`src/rtl/request_capture_arbiter.sv`:
```
`default_nettype none
// ============================================================================
// Module      : request_capture_arbiter
// Description : Feeder stage for the priority encoder path. Single-cycle
//               request pulses are captured into a sticky pending vector.
//               A per-source mask decides which pending sources may be
//               granted. The highest-index eligible source is presented on a
//               registered valid/ready output. A request is retired only
//               when the consumer accepts its grant.
// Revision    : 1.0 - initial release
// ----------------------------------------------------------------------------
// Ports
//   clk          in   1            rising-edge clock
//   rst_n        in   1            synchronous reset, active-low
//   req_in       in   NUM_INPUTS   request pulses, bit i marks source i
//   mask_in      in   NUM_INPUTS   1 = source eligible for grant
//   clear_all    in   1            synchronous flush of pending/overflow/grant
//   grant_idx    out  IDX_W        granted source index (qualified by valid)
//   grant_valid  out  1            grant_idx holds a live grant
//   grant_ready  in   1            consumer accepts the current grant
//   pending_out  out  NUM_INPUTS   registered pending vector
//   overflow     out  NUM_INPUTS   sticky: request hit an already-pending source
// ============================================================================
module request_capture_arbiter #(
  parameter int NUM_INPUTS = 4
) (
  input  logic                          clk,
  input  logic                          rst_n,
  input  logic [NUM_INPUTS-1:0]         req_in,
  input  logic [NUM_INPUTS-1:0]         mask_in,
  input  logic                          clear_all,
  output logic [$clog2(NUM_INPUTS)-1:0] grant_idx,
  output logic                          grant_valid,
  input  logic                          grant_ready,
  output logic [NUM_INPUTS-1:0]         pending_out,
  output logic [NUM_INPUTS-1:0]         overflow
);

  localparam int IDX_W = $clog2(NUM_INPUTS);

  // State registers
  logic [NUM_INPUTS-1:0] pending_q,     pending_d;
  logic [NUM_INPUTS-1:0] overflow_q,    overflow_d;
  logic [IDX_W-1:0]      grant_idx_q,   grant_idx_d;
  logic                  grant_valid_q, grant_valid_d;

  // Combinational helpers
  logic                  w_accept;
  logic                  w_load;
  logic [NUM_INPUTS-1:0] w_acc_oh;
  logic [NUM_INPUTS-1:0] w_hold_oh;
  logic [NUM_INPUTS-1:0] w_cand;
  logic [IDX_W-1:0]      w_sel;

  assign w_accept = grant_valid_q & grant_ready;
  // The output register may only change when it is empty or being drained.
  assign w_load   = ~grant_valid_q | w_accept;

  // One-hot views of the current grant: acc_oh retires the accepted source,
  // hold_oh keeps the in-flight source out of the next selection.
  always_comb begin
    w_acc_oh  = '0;
    w_hold_oh = '0;
    for (int i = 0; i < NUM_INPUTS; i++) begin
      if (grant_idx_q == IDX_W'(i)) begin
        w_acc_oh[i]  = w_accept;
        w_hold_oh[i] = grant_valid_q;
      end
    end
  end

  assign w_cand = pending_q & mask_in & ~w_acc_oh & ~w_hold_oh;

  // Ascending scan: the last hit wins, so the highest index has priority.
  always_comb begin
    w_sel = '0;
    for (int i = 0; i < NUM_INPUTS; i++) begin
      if (w_cand[i]) begin
        w_sel = IDX_W'(i);
      end
    end
  end

  // Next-state logic
  always_comb begin
    pending_d     = pending_q;
    overflow_d    = overflow_q;
    grant_idx_d   = grant_idx_q;
    grant_valid_d = grant_valid_q;

    if (clear_all) begin
      // Flush wins over any same-cycle request or acceptance.
      pending_d     = '0;
      overflow_d    = '0;
      grant_idx_d   = '0;
      grant_valid_d = 1'b0;
    end else begin
      // A request coinciding with acceptance of the same source re-pends
      // it without flagging overflow.
      pending_d  = (pending_q & ~w_acc_oh) | req_in;
      overflow_d = overflow_q | (req_in & pending_q & ~w_acc_oh);
      if (w_load) begin
        grant_valid_d = |w_cand;
        if (|w_cand) begin
          grant_idx_d = w_sel;
        end
      end
    end
  end

  always_ff @(posedge clk) begin
    if (!rst_n) begin
      pending_q     <= '0;
      overflow_q    <= '0;
      grant_idx_q   <= '0;
      grant_valid_q <= 1'b0;
    end else begin
      pending_q     <= pending_d;
      overflow_q    <= overflow_d;
      grant_idx_q   <= grant_idx_d;
      grant_valid_q <= grant_valid_d;
    end
  end

  assign grant_idx   = grant_idx_q;
  assign grant_valid = grant_valid_q;
  assign pending_out = pending_q;
  assign overflow    = overflow_q;

endmodule
`default_nettype wire

```
`config.mk`:
```
export PLATFORM = sky130hd
export DESIGN_NAME = request_capture_arbiter
export DESIGN_NICKNAME = d
export VERILOG_FILES = /design/src/rtl/request_capture_arbiter.sv
export SDC_FILE = /design/constraint.sdc
export NUM_CORES = 1
export LEC_CHECK = 0
export ABC_AREA = 1
export CAP_MARGIN = 5
export CORE_UTILIZATION = 37
export CTS_CLUSTER_DIAMETER = 100
export DETAILED_ROUTE_END_ITERATION = 8
export HOLD_SLACK_MARGIN = 0.12
export PLACE_DENSITY = 0.74
export SETUP_SLACK_MARGIN = 0.3
export SYNTH_ARGS = -nofsm -noshare
export SYNTH_HDL_FRONTEND = slang
export SYNTH_SLANG_ARGS = --single-unit
export TNS_END_PERCENT = 10
```
`constraint.sdc`:
```
create_clock -name clk -period 1.4 [get_ports clk]
set_input_delay 0.35 -clock clk [delete_from_list [all_inputs] [get_ports clk]]
set_output_delay 0.35 -clock clk [all_outputs]
set_load 0.05 [all_outputs]
```
==> flow_metrics.env, run 1 <==
export IMPL_tightest_slew_ns=0.174
export IMPL_cpLargestDelayFamily="flip-flops"
export IMPL_ir_drop_mv=0.479
export IMPL_multiInputGateArea_sq_um=280
export IMPL_grt_setup_unrepaired="yes"
export IMPL_track_usage_pct=28.0
export IMPL_fin_crit_sh_pct=86.4
export IMPL_n_fill_cell=52
export IMPL_syn_nets=81
export IMPL_dieWidth_um=38.0
export IMPL_cpMaxStageDelayCell="dfxtp_4"
export IMPL_p_seq_share_pct=45.2
export IMPL_critPathLaunchType="flop"
export IMPL_combinationalPowerShare_pct=25.6
export IMPL_hold_slack_ns=0.466
export IMPL_drt_iter0_markers=23
export IMPL_num_vias=658
export IMPL_synth_compound_area_share_pct=14.1
export IMPL_status="completed"
export IMPL_maxSlewHeadroom_pct=88.4
export IMPL_yosys_area_top_type="dfxtp_1"
export IMPL_syn_to_final_growth_pct=115
export IMPL_clk_latency_ns=0.28
export IMPL_grt_max_degree=8
export IMPL_wire_per_inst_um=14.5
export IMPL_finalClockSkew_ns=0.00305
export IMPL_htree_levels=1
export IMPL_clkPwrFrac_pct=29.2
export IMPL_synth_cells=69
export IMPL_path_clk_slew_ns=0.07
export IMPL_max_stage_delay_ns=0.43
export IMPL_rows=12
export IMPL_io_pin_count=23
export IMPL_wirelength_um=1770
export IMPL_p_int_mw=0.535
export IMPL_place_congestion=0.794
export IMPL_cts_hold_buf=0
export IMPL_path_depth=1
export IMPL_fmax_ghz=0.827
export IMPL_vias_per_cell=5.39
export IMPL_synth_xor_area_share_pct=0
export IMPL_antenna_found_initial=0
export IMPL_fp_dieArea_sq_mm=0.00145
export IMPL_die_h_um=38.0
export IMPL_hpwl_um=1010
export IMPL_dr_pass1_iters=4
export IMPL_drive_above_1_share_pct=47.2
export IMPL_yosysWarnings=0
export IMPL_drcViolationCount=0
export IMPL_cts_sinks=11
export IMPL_synth_distinct_cells=12
export IMPL_cp_num_buf_inv=1
export IMPL_diodes=0
export IMPL_register_area_sq_um=236
export IMPL_synth_top_family_by_area="simple AND/OR/NAND/NOR gates"
export IMPL_yosys_area_share_adder_pct=0
export IMPL_synth_simple_gate_area_share_pct=32.3
export IMPL_yosysSeqAreaShare_pct=45.8
export IMPL_grt_pass1_wl_um=2700
export IMPL_maxCapViolations=0
export IMPL_worstPathArrival_ns=0.86
export IMPL_root_buffer="clkbuf_4"
export IMPL_cts_buffer_depth=2
export IMPL_hold_viol_final=0
export IMPL_period_minus_slack_ns=1.21
export IMPL_critPathRequiredTime_ns=1.05
export IMPL_rr_worst_depth=8
export IMPL_numPortBuffers=22
export IMPL_min_path_type="input port to flop"
export IMPL_worstPathCellList="buf_12"
export IMPL_cts_tree="yes"
export IMPL_core_sq_mm=0.00116
export IMPL_final_nets=121
export IMPL_detail_route_antenna_nets=0
export IMPL_crit_type="flop to output pin"
export IMPL_synthTopCellsByArea="dfxtp_1 (46%), nand2_1 (12%), nand3_1 (9.4%), nor2_1 (8.6%), inv_1 (6.3%)"
export IMPL_cts_buffers_inserted=3
export IMPL_syn_cell_area_sq_um=480
export IMPL_setup_viol=0
export IMPL_synthMuxAreaShare_pct=0
export IMPL_sw_frac_of_total_pct=29.9
export IMPL_overflow=0
export IMPL_synth_top_area_share_pct=45.8
export IMPL_slew_violations=0
export IMPL_p_leak_nw=0.465
export IMPL_holdPathStages=4
export IMPL_avgSynthCellArea_sq_um=6.96
export IMPL_power_net_switching_mw=0.228
export IMPL_path_max_fanout=6
export IMPL_postLayoutCoreUtil_pct=89.3
export IMPL_first_global_vias=646
export IMPL_critPathCaptureType="output pin"
export IMPL_power_density_mw_per_mm2=739
export IMPL_initial_utilization_pct=41.6
export IMPL_ys_seq_elements=11
==> final cells by class <==
| type | count | share of cell area (%) |
|---|---|---|
| Multi-Input combinational cell | 48 | 27.2 |
| Clock buffer | 4 | 2.55 |
| Sequential cell | 11 | 22.9 |
| Timing Repair Buffer | 35 | 41.6 |
| Inverter | 10 | 4.12 |
| Tap cell | 14 | 1.70 |
==> logic make-up after synthesis <==
kind of cell / count (synthesis)
buf+inv: 10
compound gates: 11
simple gates: 37
flops: 11
==> layer usage <==
| metal | track usage (%) | up-vias | routed length [um] |
|---|---|---|---|
| li1 | - | 299 | - |
| met1 | 26.9 | 311 | 644 |
| met2 | 51.7 | 37 | 931 |
| met3 | 9.30 | 11 | 139 |
| met4 | 14.3 | 0 | 51 |
| met5 | 0 | - | 0 |
==> worst paths after layout <==
path	start	end	slack (ns)
worst min-delay path	grant_ready	grant_valid	0.47
worst min register to register	overflow[1]	overflow[1]	0.54
worst max register to register	grant_idx[1]	grant_idx[0]	0.22
worst max-delay path	grant_idx[1]	grant_idx[1]	0.19
==> flip-flops by register name, indices dropped and copies added, names as in the netlist <==
signal and count:
pending_out 4, grant_valid 1, overflow 4, grant_idx 2
==> synthesized netlist by cell type <==
master / n
a21oi_1: 5
a21oi_2: 1
a31oi_1: 4
clkinv_1: 1
dfxtp_1: 11
inv_1: 8
inv_2: 1
nand2_1: 15
nand2_2: 2
nand3_1: 9
nor2_1: 11
o21ai_2: 1
==> through the flow <==
step                      setup WS (ns)  area [sq um]  total power, mW  std cells  setup TNS [ns]
after floorplan                   0.299           502            0.417         69               0
after global placement          -0.0156           872            0.511        108         -0.0678
after detailed placement        -0.0928           872            0.514        108          -0.364
after CTS                         0.226           970            0.746        119               0
after global routing              0.104          1030            0.794        122               0
final                             0.191          1030            0.762        122               0
==> what timing repair did <==
item,4_1_cts,5_1_grt
pin swaps,8,11
endpoints found under the setup margin,22,22
gates resized for setup,9,11
setup buffers,7,3
==> power by group through the flow <==
stage               Clock, mW  Combinational [mW]  Sequential [mW]
CTS                     0.223               0.182            0.341
finish                  0.223               0.195            0.344
floorplan                   0              0.0388            0.378
global placement            0               0.163            0.348
global route            0.242               0.206            0.346
detailed placement          0               0.166            0.348
==> cell usage in the layout, fill, tap and decap left out <==
cell	Yosys	routed
inv_2	1	1
buf_4	0	13
a21oi_2	1	1
buf_12	0	11
a31oi_1	4	4
dfxtp_4	0	3
dlygate4sd2_1	0	3
nand2_1	15	10
nand3_1	9	4
inv_4	0	2
nand3_2	0	4
clkbuf_1	0	1
nand2_2	2	6
clkbuf_4	0	3
clkinv_1	1	1
dlymetal6s2s_1	0	2
nand2_4	0	1
inv_1	8	6
dfxtp_2	0	4
nor2_1	11	11
clkdlybuf4s50_1	0	6
dfxtp_1	11	4
nand3_4	0	1
a21oi_1	5	5
o21ai_4	0	1
Note: power is estimated with default switching activity, not from simulation.
==> run 2, diff against run 1 <==
--- a/config.mk
+++ b/config.mk
@@ -9,6 +9,7 @@
 export CAP_MARGIN = 5
 export CORE_UTILIZATION = 37
 export CTS_CLUSTER_DIAMETER = 100
+export CTS_CLUSTER_SIZE = 12
 export DETAILED_ROUTE_END_ITERATION = 8
 export HOLD_SLACK_MARGIN = 0.12
 export PLACE_DENSITY = 0.74
==> results of run 2 <==
Same layout as run 1: the final DEF is identical, and so are final timing and power.
